$ cat config.mk
export PLATFORM = sky130hd
export DESIGN_NAME = req_ack_4ph_rx
export DESIGN_NICKNAME = d
export VERILOG_FILES = /design/src/rtl/req_ack_4ph_rx.sv
export SDC_FILE = /design/constraint.sdc
export NUM_CORES = 1
export LEC_CHECK = 0
export CAP_MARGIN = 5
export CORE_AREA = 2 2 39 41
export CTS_BUF_LIST = sky130_fd_sc_hd__clkbuf_8
export CTS_CLUSTER_DIAMETER = 50
export DETAILED_ROUTE_END_ITERATION = 8
export DIE_AREA = 0 0 41 43
export HOLD_SLACK_MARGIN = 0.1
export PLACE_DENSITY_LB_ADDON = 0.15
export SLEW_MARGIN = 10
export SYNTH_ARGS = -nofsm -noshare
export SYNTH_HDL_FRONTEND = slang
export SYNTH_SLANG_ARGS = --single-unit
export TNS_END_PERCENT = 20
$ cat constraint.sdc
create_clock -name clk_rx -period 3.6 [get_ports clk_rx]
set_input_delay 1.08 -clock clk_rx [delete_from_list [all_inputs] [get_ports clk_rx]]
set_output_delay 1.08 -clock clk_rx [all_outputs]
set_load 0.03 [all_outputs]
$ cat src/rtl/req_ack_4ph_rx.sv
// Purpose : receive side of a 4-phase req/ack bundled-data link, one-word val/rdy output stage.
// Latency : req pin rise -> ack/val rise after SYNC_STAGES+1 clk_rx edges (buffer free); req fall -> ack fall likewise.
// Backpr. : ack is withheld (FSM parks in HOLD) while the output word is still unaccepted downstream.
//
// Ports:
//   clk_rx   receiver clock
//   rst      asynchronous active-high reset
//   req      request from the transmitter (asynchronous to clk_rx)
//   din      bundled data, stable whenever req is high (never synchronized)
//   ack      registered acknowledge back to the transmitter
//   val      output word valid
//   rdy      downstream ready
//   dout     registered output word
//   err      sticky protocol error (only when REQ_ACK_RX_ERR_EN is defined, else tied 0)
//
// Parameters:
//   DW           data width
//   SYNC_STAGES  depth of the req synchronizer, legal range 2..4
//
// Optional build macro: REQ_ACK_RX_ERR_EN enables the protocol-error detector.
module req_ack_4ph_rx #(
    parameter int DW          = 8,
    parameter int SYNC_STAGES = 2
) (
    input  logic          clk_rx,
    input  logic          rst,
    input  logic          req,
    input  logic [DW-1:0] din,
    output logic          ack,
    output logic          val,
    input  logic          rdy,
    output logic [DW-1:0] dout,
    output logic          err
);

    typedef enum logic [1:0] {
        IDLE = 2'd0,
        HOLD = 2'd1,
        ACK  = 2'd2
    } state_t;

    state_t          state;
    state_t          state_nxt;
    logic            ack_nxt;
    logic            val_nxt;
    logic [DW-1:0]   dout_nxt;
    logic            capture;

    logic [SYNC_STAGES-1:0] sync_q;
    logic                   req_s;
    logic                   buf_free;

    // ------------------------------------------------------------------
    // req synchronizer. Only req crosses domains; din is qualified by
    // req_s, by which time the bundled-data rule guarantees it is stable.
    // ------------------------------------------------------------------
    always_ff @(posedge clk_rx or posedge rst) begin
        if (rst) begin
            sync_q <= '0;
        end else begin
            sync_q <= {sync_q[SYNC_STAGES-2:0], req};
        end
    end

    assign req_s = sync_q[SYNC_STAGES-1];

    // The stage is free if empty, or if its word is being taken this cycle;
    // the latter lets a new capture replace the old word without a bubble.
    assign buf_free = !val || rdy;

    // ------------------------------------------------------------------
    // State and output registers
    // ------------------------------------------------------------------
    always_ff @(posedge clk_rx or posedge rst) begin
        if (rst) begin
            state <= IDLE;
            ack   <= 1'b0;
            val   <= 1'b0;
            dout  <= '0;
        end else begin
            state <= state_nxt;
            ack   <= ack_nxt;
            val   <= val_nxt;
            dout  <= dout_nxt;
        end
    end

    // ------------------------------------------------------------------
    // Next-state / output logic
    // ------------------------------------------------------------------
    always_comb begin
        state_nxt = state;
        ack_nxt   = ack;
        capture   = 1'b0;

        case (state)
            IDLE: begin
                ack_nxt = 1'b0;
                if (req_s) begin
                    if (buf_free) begin
                        capture   = 1'b1;
                        state_nxt = ACK;
                    end else begin
                        state_nxt = HOLD;
                    end
                end
            end

            HOLD: begin
                ack_nxt = 1'b0;
                // A withdrawn request must not capture: din is no longer
                // guaranteed stable once req_s has dropped.
                if (!req_s) begin
                    state_nxt = IDLE;
                end else if (buf_free) begin
                    capture   = 1'b1;
                    state_nxt = ACK;
                end
            end

            ACK: begin
                // Stay here for as long as req is held: one word per req phase.
                ack_nxt = 1'b1;
                if (!req_s) begin
                    ack_nxt   = 1'b0;
                    state_nxt = IDLE;
                end
            end

            default: begin
                ack_nxt   = 1'b0;
                state_nxt = IDLE;
            end
        endcase

        if (capture) begin
            ack_nxt = 1'b1;
        end
    end

    // Output stage: capture wins over a same-cycle accept so val stays high.
    always_comb begin
        val_nxt  = val;
        dout_nxt = dout;
        if (capture) begin
            val_nxt  = 1'b1;
            dout_nxt = din;
        end else if (val && rdy) begin
            val_nxt = 1'b0;
        end
    end

    // ------------------------------------------------------------------
    // Protocol error detector
    // ------------------------------------------------------------------
`ifdef REQ_ACK_RX_ERR_EN
    logic req_s_d;
    logic hold_drop;
    logic rise_in_ack;

    // Request withdrawn before it was ever acknowledged.
    assign hold_drop   = (state == HOLD) && !req_s;
    // A fresh req rise while ack is still asserted; a compliant
    // transmitter waits for ack to fall before raising req again.
    assign rise_in_ack = req_s && !req_s_d && ack;

    always_ff @(posedge clk_rx or posedge rst) begin
        if (rst) begin
            req_s_d <= 1'b0;
            err     <= 1'b0;
        end else begin
            req_s_d <= req_s;
            if (hold_drop || rise_in_ack) begin
                err <= 1'b1;
            end
        end
    end
`else
    assign err = 1'b0;
`endif

endmodule

# Word-level counts from Yosys, hierarchy flattened
# Index checks and enable logic that the tools add are counted.
# word_totals
regBits	14
inputBits	12
output_inout_bits	11
wordCells	31
# op_classes
eq_ne	5
n_mux	14
n_reduce_logical	7
# ops
cell	n
$mux 2	5
$mux 1	8
$pmux 2 s3	1
$ne 2x2->1 const B	2
$ne 3x3->1 const B	1
$reduce_and 3->1	1
$eq 2x1->1 const B	1
$eq 2x2->1 const B	1
$logic_not 2->1	1
$reduce_bool 2->1	1
$reduce_or 2->1	1
$logic_and 1x1->1	1
$logic_not 1->1	1
$logic_or 1x1->1	1

# Depth between registers and ports, before layout
# Gate-level depths: netlist of run 1.
# depth
word_depth	6
depth_mapped	4
ltp_nobuf	3

# Least setup slack after synthesis of run 1
# OpenSTA, ideal clock, no wires.
# synth_timing
kind	input port to flip-flop
start	in rdy
end	reg dout[0]
setup_time_ns	0.125
arrival_ns	1.771
required_ns	3.475
slack_ns	1.704
cell_stages	4
cell_sequence	nand2b_4 > nor2b_4 > buf_12 > mux2_4
# synth_between
elab_chain_cells	4
# synth_lines
element	line	rtl
from (decl)	31	input logic rdy,
$logic_or 1x1->1	69	assign buf_free = !val || rdy;
$mux 1	100, 115	
$mux 1	113	if (!req_s) begin
$mux 1	-	
to (signal assigned)	84	dout <= dout_nxt;
to (decl)	32	output logic [DW-1:0] dout,
# No other way between the ends.
# A chain may end at the register's enable or synchronous reset.

# Final worst setup path of run 1
# layout_timing
start	reg val
end	out val
# layout_rtl
element	line	rtl
from (decl)	30	output logic val,
from (signal assigned)	83	val <= val_nxt;
# No word-level cell between the ends.

==> results.md, run 1 <==
- Layout cells sized above 1: 0.263
- Worst Path Buf+Inv: 1
- CP peak stage delay: approximately 0.7 ns
- Crit path kind: register to primary output
- Number of setup buffers added after CTS: 0
- HP Class: register to register
- CTS tree: built
- Total Wirelength: around 1000 um
- CTS Hold Buffers Added: 0
- FP Rows: 14
- Slowest-stage cell, CP: clkdlybuf4s50_1
- Synth area leader: dfrtp_1
- Net Count, Synth: 46
- Final critical-path share of the clock period: 0.663
- Antenna diode count: 0
- Layout area overhead: 44.6%
- Post-DP HPWL: about 760 um
- Drt drc: 0
- Distinct cells, synth: 11
- Wire per inst: 13.6 um
- Cell area after layout: between 800 and 900 um^2
- Worst Skew: 0.00174 ns
- Worst EP required: about 2.5 ns
- GRT overflow: 0
- Final setup viols: 0
- Largest net degree at the start of global routing: 15
- First-pass GRT wire length: 1.70 mm
- Root Buffer: clkbuf_8
- Pre-Repair DR Iteration Count: 4
- Clock Latency Late Sink: approximately 0.24 ns
- Fin cells: 73
- Initial antenna violation count: 0
- Worst-margin pin slew: between 0.5 and 0.6 ns
- Startpoint types: register
- Cell count after synthesis: 34
- Initial Util: 0.418
- Fmax: ~420 MHz
- Number of max-slew violations in the final report: 0
- Vias: around 340
- DR vias/cell: roughly 4.6
- Crit. End Element: primary output
- Die Y: roughly 43 um
- Die Width: about 41 um
- Period minus WS final: between 2 and 2.5 ns
- Top cell family by delay on the critical path: buffers and inverters
- Full die area: around 0.0018 mm^2
- Area contributors post-synth: dfrtp_1 (61%), mux2_4 (21%), nand2b_4 (4.8%), buf_12 (3.5%), o211a_1 (3.5%)
- Synthesized area: 578 um^2
- Min Hold Slack: 0.347 ns
- CTS Buf Count: 3
- Count of final hold-check violations: 0
- RSZ-0062 raised after global routing: no
- Commonest non-fill, non-tap cell in the layout: clkdlybuf4s50_1
- Initial drt markers: 2
- Critical path fanouts, max: 2
- Max VDD drop: between 200 and 300 uV
- Core area: around 0.0014 mm^2
- Setup tns final: 0 ns
- H-tree depth: 1
- Most frequent cells in the layout: clkdlybuf4s50_1 (21), dfrtp_1 (14), mux2_4 (8)
- Seq cells post-synth: 14
- Number of max-cap violations: 0
- Reg clk slew, reported paths: 0.05 ns
- Tot Pwr: 0.491 mW
- Crit path cell chain: clkdlybuf4s50_1
- Routability congestion estimate: about 0.59
- Status: finished, final reports clean
- Register area share after synthesis: 0.606
- Placed Cells: approximately 70
- Clock Tree Buf Depth: 2
- GRT Overall Usage: 0.151
- Port bufs: 21
- Relative slew slack: 0.661
- LEAKAGE: ~0.39 nW
- Clk sinks: 14
- Vias in the first global route: 373
- Yosys warnings: 0
- Post-CTS resize count: 0
- Nets: 70
- Top-area cell type share of the netlist area: 0.606
- Post-Place Cell Area: 781 um^2
- Routed Antenna Nets: 0
- I/O Pins: 23
- PD cells: 587 mW/mm^2
- Data arrival, critical path: between 1 and 1.5 ns
- Syn avg cell area: roughly 17 um^2
power by group:
part / switching (mW) / internal (mW) / total (mW) / leakage, nW
Sequential: 0.0138 / 0.181 / 0.195 / 0.166
Combinational: 0.0701 / 0.0777 / 0.148 / 0.198
Clock: 0.0512 / 0.0967 / 0.148 / 0.0288
Total: 0.135 / 0.356 / 0.491 / 0.393
state kept, by name, summed over array words and instances (netlist names):
name    cells
dout        8
state       2
sync_q      2
ack         1
val         1
kinds of logic (layout without fill, tap and decap cells):
family,after synthesis,after routing,share of synthesized area
AOI/OAI and AO/OA,2,2,0.0346
buffers and inverters,3,26,0.0541
DFF,14,14,0.606
muxes,8,8,0.208
other,1,1,0.00649
and+or+nand+nor,6,6,0.0909
through the flow:
step / utilization / worst slack, ns
after floorplan: - / 1.70
final: 0.604 / 1.21
after detailed placement: 0.564 / 1.09
after global placement: 0.564 / 1.15
after global routing: 0.604 / 1.15
after CTS: 0.604 / 1.20
layout make-up:
type,count,area (um^2)
fill,103,548
sequential,14,350
timing repair buffer,21,210
multi-input combinational,17,196
clock buffer,4,55.1
tap,16,20.0
inverter,1,3.75
path summary, 6_finish.rpt:
kind                           start   endpoint  slack (ns)  depth (start not counted)
hold / removal             sync_q[0]  sync_q[1]        0.35                          0
setup reg to reg            state[1]    dout[0]        2.25                          3
setup / recovery                 val        val        1.21                          1
min in group asynchronous        rst    dout[2]        1.18                          2
hold reg to reg            sync_q[0]  sync_q[1]        0.35                          0
max in group asynchronous        rst    dout[0]        2.09                          2
routing by layer:
| layer | global-route usage | part of all wire | vias to the layer above |
|---|---|---|---|
| li1 | - | - | 155 |
| met1 | 0.204 | 0.43 | 165 |
| met2 | 0.209 | 0.50 | 17 |
| met3 | 0.0314 | 0.069 | 2 |
| met4 | 0.100 | 0.0061 | 0 |
| met5 | 0 | 0 | - |
synth_stat cells (all sizes together):
cell    instances
nand2           2
dfrtp          14
conb            1
nor2b           1
mux2            8
inv             1
o211a           2
nand2b          2
nor2            1
buf             2
No activity file was read; power rests on OpenSTA's default activity.
==> run 2: changes to the inputs <==
--- a/config.mk
+++ b/config.mk
@@ -6,11 +6,10 @@
 export NUM_CORES = 1
 export LEC_CHECK = 0
 export CAP_MARGIN = 5
-export CORE_AREA = 2 2 39 41
+export CORE_UTILIZATION = 39
 export CTS_BUF_LIST = sky130_fd_sc_hd__clkbuf_8
 export CTS_CLUSTER_DIAMETER = 50
 export DETAILED_ROUTE_END_ITERATION = 8
-export DIE_AREA = 0 0 41 43
 export HOLD_SLACK_MARGIN = 0.1
 export PLACE_DENSITY_LB_ADDON = 0.15
 export SLEW_MARGIN = 10
==> constraint.sdc (replaced) <==
create_clock -name clk_rx -period 1.9 [get_ports clk_rx]
set_input_delay 0.57 -clock clk_rx [delete_from_list [all_inputs] [get_ports clk_rx]]
set_output_delay 0.57 -clock clk_rx [all_outputs]
set_load 0.03 [all_outputs]
==> results.md, run 2 (synthesized netlist as in run 1, its figures left out) <==
- CTS Hold Buffers Added: 0 (unchanged)
- Total Wirelength: 939 um (was 990 um)
- Vias in the first global route: 372 (was 373)
- Tot Pwr: 0.887 mW (was 0.491 mW)
- Most frequent cells in the layout: clkdlybuf4s50_1 (20), dfrtp_1 (14), mux2_4 (8) (was clkdlybuf4s50_1 (21), dfrtp_1 (14), mux2_4 (8))
- Layout area overhead: 47.6% (was 44.6%)
- DR vias/cell: 4.52 (was 4.64)
- Root Buffer: clkbuf_8 (unchanged)
- CP peak stage delay: 0.68 ns (about the same)
- Core area: 0.00133 mm^2 (was 0.00138 mm^2)
- Worst-margin pin slew: 0.512 ns (was 0.508 ns)
- Worst Path Buf+Inv: 1 (unchanged)
- Hold Startpoint: sync_q[0] (unchanged)
- Routed Antenna Nets: 0 (unchanged)
- Reg clk slew, reported paths: 0.06 ns (was 0.05 ns)
- GRT overflow: 0 (unchanged)
- Post-layout util: 0.640 (was 0.604)
- Clock Latency Late Sink: 0.24 ns (about the same)
- Relative slew slack: 0.658 (was 0.661)
- Largest Register: dout (unchanged)
- Cell area after layout: 853 um^2 (was 836 um^2)
- Startpoint types: register (unchanged)
- Initial Util: 0.433 (was 0.418)
- Max FFs per register: 8 (unchanged)
- Worst EP required: 1.33 ns (was 2.52 ns)
- Slowest-stage cell, CP: clkdlybuf4s50_1 (unchanged)
- Worst Hold Depth: 0 (unchanged)
- Clk sinks: 14 (unchanged)
- Antenna diode count: 0 (unchanged)
- Worst flop-to-flop path startpoint: state[1] (unchanged)
- Pre-Repair DR Iteration Count: 1 (was 4)
- Nets: 74 (was 70)
- RSZ-0062 raised after global routing: no (unchanged)
- Worst Skew: 0.00734 ns (was 0.00174 ns)
- Clock Tree Buf Depth: 2 (unchanged)
- Filler Cell Count: 100 (was 103)
- Fin cells: 75 (was 73)
- Largest net degree at the start of global routing: 15 (unchanged)
- Number of max-slew violations in the final report: 0 (unchanged)
- Post-Place Cell Area: 810 um^2 (was 781 um^2)
- Full die area: 0.00164 mm^2 (was 0.00176 mm^2)
- Layout cells sized above 1: 0.300 (was 0.263)
- Top Registers: dout (8), state (2), sync_q (2) (unchanged)
- I/O Pins: 23 (unchanged)
- LEAKAGE: 0.416 nW (was 0.393 nW)
- Pre-CTS WS: 0.0289 ns (was 1.09 ns)
- Crit path cell chain: clkdlybuf4s50_1 (unchanged)
- Die Y: 40.5 um (was 43 um)
- Worst Reg2Reg Path Length in Cells: 4 (was 3)
- GRT Overall Usage: 0.160 (was 0.151)
- Final setup margin: 0.0618 ns (was 1.21 ns)
- CTS Buf Count: 3 (unchanged)
- Hold endpoint: sync_q[1] (unchanged)
- Status: finished, final reports clean (unchanged)
- Worst R2R End: dout[4] (was dout[0])
- Top cell family by delay on the critical path: buffers and inverters (unchanged)
- Routability congestion estimate: 0.530 (was 0.588)
- Final setup viols: 0 (unchanged)
- Fmax: ~540 MHz
- Count of final hold-check violations: 0 (unchanged)
- Port bufs: 21 (unchanged)
- Data arrival, critical path: 1.27 ns (was 1.31 ns)
- Critical path fanouts, max: 2 (unchanged)
- First-pass GRT wire length: 1.60 mm (was 1.70 mm)
- Number of max-cap violations: 0 (unchanged)
- CTS tree: built (unchanged)
- H-tree depth: 1 (unchanged)
- Initial drt markers: 0 (was 2)
- Period minus WS final: about 1.8 ns
- FP Rows: 13 (was 14)
- Wire per inst: 12.5 um (was 13.6 um)
- Internal reg-to-reg setup slack: 0.63 ns (was 2.25 ns)
- Crit. End Element: primary output (unchanged)
- Min Hold Slack: 0.356 ns (was 0.347 ns)
- Vias: 339 (unchanged)
- HP Class: register to register (unchanged)
- Crit path kind: register to primary output (unchanged)
- Placed Cells: 72 (was 69)
- Die Width: 40.5 um (was 41 um)
- Worst Setup SP: dout[6] (was val)
- Final critical-path share of the clock period: 0.967
- Setup tns final: 0 ns (unchanged)
- PD cells: 1040 mW/mm^2 (was 587 mW/mm^2)
- Commonest non-fill, non-tap cell in the layout: clkdlybuf4s50_1 (unchanged)
- Drt drc: 0 (unchanged)
- Max VDD drop: 557 uV (was 300 uV)
- Initial antenna violation count: 0 (unchanged)
run 2: final cells by class:
class	count	area (um^2)	share of cell area
multi-input cells	17	196	0.230
repair buffers	25	243	0.284
flip-flops and latches	14	350	0.411
clock buffers	3	41.3	0.0484
inverters	1	3.75	0.00440
well taps	15	18.8	0.0220
run 2: worst max path at each step:
stage               endpoint  depth (start not counted)
floorplan            dout[0]                          4
global placement     dout[1]                          5
detailed placement   dout[4]                          5
CTS                      val                          1
global route         dout[7]                          1
finish               dout[6]                          1
run 2: layer usage:
layer,vias to the layer above,track usage,part of all wire,routed length [um]
met5,-,0,0,0
li1,164,-,-,-
met1,157,0.193,0.44,413
met4,0,0.100,0,0
met2,18,0.246,0.48,452
met3,0,0.0500,0.078,73
run 2: what timing repair did:
action                     CTS  global route
resized for setup            0             1
buffers inserted             0             0
setup endpoints to repair    0             1
run 2: power breakdown:
| group | leakage, nW | internal, mW | switching, mW |
|---|---|---|---|
| clock | 0.0216 | 0.139 | 0.0896 |
| combinational | 0.228 | 0.155 | 0.134 |
| sequential | 0.166 | 0.344 | 0.0259 |
| total | 0.416 | 0.638 | 0.249 |
==> run 3: changes to the inputs <==
--- a/config.mk
+++ b/config.mk
@@ -6,7 +6,7 @@
 export NUM_CORES = 1
 export LEC_CHECK = 0
 export CAP_MARGIN = 5
-export CORE_UTILIZATION = 39
+export CORE_UTILIZATION = 43
 export CTS_BUF_LIST = sky130_fd_sc_hd__clkbuf_8
 export CTS_CLUSTER_DIAMETER = 50
 export DETAILED_ROUTE_END_ITERATION = 8
==> constraint.sdc (replaced) <==
create_clock -name clk_rx -period 1.74 [get_ports clk_rx]
set_input_delay 0.522 -clock clk_rx [delete_from_list [all_inputs] [get_ports clk_rx]]
set_output_delay 0.522 -clock clk_rx [all_outputs]
set_load 0.03 [all_outputs]
==> results.md, run 3 (synthesized netlist as in run 1, its figures left out) <==
- DR vias/cell: 4.82 (was 4.52)
- Wire per inst: 14.2 um (was 12.5 um)
- Crit path kind: primary input to register (was register to primary output)
- Vias in the first global route: 358 (was 372)
- Pre-Repair DR Iteration Count: 3 (was 1)
- Drt drc: 0 (unchanged)
- Area of the multi-input gates: 196 um^2 (unchanged)
- Vias: 352 (was 339)
- CTS Buf Count: 3 (unchanged)
- Core area: 0.00117 mm^2 (was 0.00133 mm^2)
- Peak-usage layer in the global routing report: met2 (unchanged)
- Post-DP HPWL: 779 um
- Routability congestion estimate: 0.638 (was 0.530)
- Clock Tree Buf Depth: 2 (unchanged)
- Relative slew slack: 0.667 (was 0.658)
- Startpoint types: primary input (was register)
- Top cell family by delay on the critical path: buffers and inverters (unchanged)
- Clk sinks: 14 (unchanged)
- Most frequent cells in the layout: dfrtp_1 (14), clkdlybuf4s50_1 (11), dlygate4sd2_1 (10) (was clkdlybuf4s50_1 (20), dfrtp_1 (14), mux2_4 (8))
- Routed Antenna Nets: 0 (unchanged)
- Full die area: 0.00149 mm^2 (was 0.00164 mm^2)
- H-tree depth: 1 (unchanged)
- Pre-CTS WS: -0.0889 ns (was 0.0289 ns)
- Final critical-path share of the clock period: 0.911
- CTS tree: built (unchanged)
- Die Width: 38.7 um (was 40.5 um)
- Number of max-cap violations: 0 (unchanged)
- Data arrival, critical path: 1.71 ns (was 1.27 ns)
- First-pass GRT wire length: 1.58 mm (was 1.60 mm)
- Largest net degree at the start of global routing: 15 (unchanged)
- Min Hold Slack: 0.346 ns (was 0.356 ns)
- Number of max-slew violations in the final report: 0 (unchanged)
- Max FFs per register: 8 (unchanged)
- Top Registers: dout (8), state (2), sync_q (2) (unchanged)
- CP peak stage delay: 0.46 ns (was 0.68 ns)
- Fmax: about 630 MHz
- Placed Cells: 69 (was 72)
- Largest Register: dout (unchanged)
- Filler Cell Count: 83 (was 100)
- LEAKAGE: 0.421 nW (was 0.416 nW)
- CTS Hold Buffers Added: 0 (unchanged)
- Layout area overhead: 46.8% (was 47.6%)
- Clock Latency Late Sink: 0.24 ns (about the same)
- Worst Skew: 0.00237 ns (was 0.00734 ns)
- Critical path fanouts, max: 8 (was 2)
- Count of final hold-check violations: 0 (unchanged)
- Worst EP required: 1.87 ns (was 1.33 ns)
- Crit. End Element: register (was primary output)
- Final setup viols: 0 (unchanged)
- Total Wirelength: 1.04 mm (was 939 um)
- Reg clk slew, reported paths: 0.06 ns (about the same)
- Antenna diode count: 0 (unchanged)
- Tot Pwr: 1.00 mW (was 0.887 mW)
- Commonest non-fill, non-tap cell in the layout: dfrtp_1 (was clkdlybuf4s50_1)
- Fin cells: 73 (was 75)
- GRT Overall Usage: 0.176 (was 0.160)
- I/O Pins: 23 (unchanged)
- Initial antenna violation count: 0 (unchanged)
- Final setup margin: 0.155 ns (was 0.0618 ns)
- Met2 Track Usage GR: 0.288 (was 0.246)
- Die Y: 38.7 um (was 40.5 um)
- Worst Path Buf+Inv: 2 (was 1)
- Slowest-stage cell, CP: clkdlybuf4s50_1 (unchanged)
- Nets: 72 (was 74)
- FP Rows: 12 (was 13)
- Layout cells sized above 1: 0.288 (was 0.300)
- RSZ-0062 raised after global routing: no (unchanged)
- Period minus WS final: 1.58 ns
- Initial drt markers: 1 (was 0)
- Crit path cell chain: clkdlybuf4s50_1, nand2b_4, nor2b_4, buf_12, mux2_4 (was clkdlybuf4s50_1)
- GR Util met3: 0.0636 (was 0.0500)
- Status: finished, final reports clean (unchanged)
- Initial Util: 0.494 (was 0.433)
- Worst-margin pin slew: 0.499 ns (was 0.512 ns)
- GRT overflow: 0 (unchanged)
- Met1 usage in global routing: 0.194 (was 0.193)
- Register Area: 350 um^2 (unchanged)
- HP Class: register to register (unchanged)
- Root Buffer: clkbuf_8 (unchanged)
- Port bufs: 21 (unchanged)
- Max VDD drop: 688 uV (was 557 uV)
- PD cells: 1180 mW/mm^2 (was 1040 mW/mm^2)
-- run 3: final timing paths --
path	slack, ns	to	startpoint	cells past startpoint
max	0.16	dout[3]	rdy	5
min	0.35	sync_q[1]	sync_q[0]	0
max reg2reg	0.44	dout[3]	state[1]	4
min reg2reg	0.35	sync_q[1]	sync_q[0]	0
max in group asynchronous	0.80	dout[5]	rst	2
min in group asynchronous	0.60	val	rst	2
-- run 3: layout make-up --
class,count,share of cell area
Multi-Input combinational cell,17,0.232
Inverter,1,0.00442
Clock buffer,4,0.0649
Timing Repair Buffer,23,0.265
Sequential cell,14,0.413
Tap cell,14,0.0206
-- run 3: repair_timing --
action / CTS / global route
buffers inserted: 0 / 0
gates resized for setup: 10 / 0
setup endpoints to repair: 10 / 0
hold endpoints to repair: 0 / 0
-- run 3: where the power goes --
| part | internal, mW | switching, mW | total, mW | leakage (nW) |
|---|---|---|---|---|
| sequential | 0.375 | 0.0291 | 0.404 | 0.166 |
| combinational | 0.138 | 0.148 | 0.286 | 0.226 |
| clock | 0.200 | 0.109 | 0.310 | 0.0288 |
| total | 0.713 | 0.287 | 1.00 | 0.421 |
-- run 3: per-stage QoR --
step | utilization | cell area (um^2) | setup TNS [ns]
6_report | 0.724 | 848 | 0
5_1_grt | 0.724 | 848 | 0
4_1_cts | 0.724 | 848 | 0
3_5_place_dp | 0.688 | 806 | -0.628
3_3_place_gp | 0.688 | 806 | -0.461
2_1_floorplan | - | 578 | 0
-- run 3: routing by layer --
layer	wire [um]	vias to the layer above
met5	0	-
met4	24	0
met3	90	3
met2	559	20
met1	361	170
li1	-	159
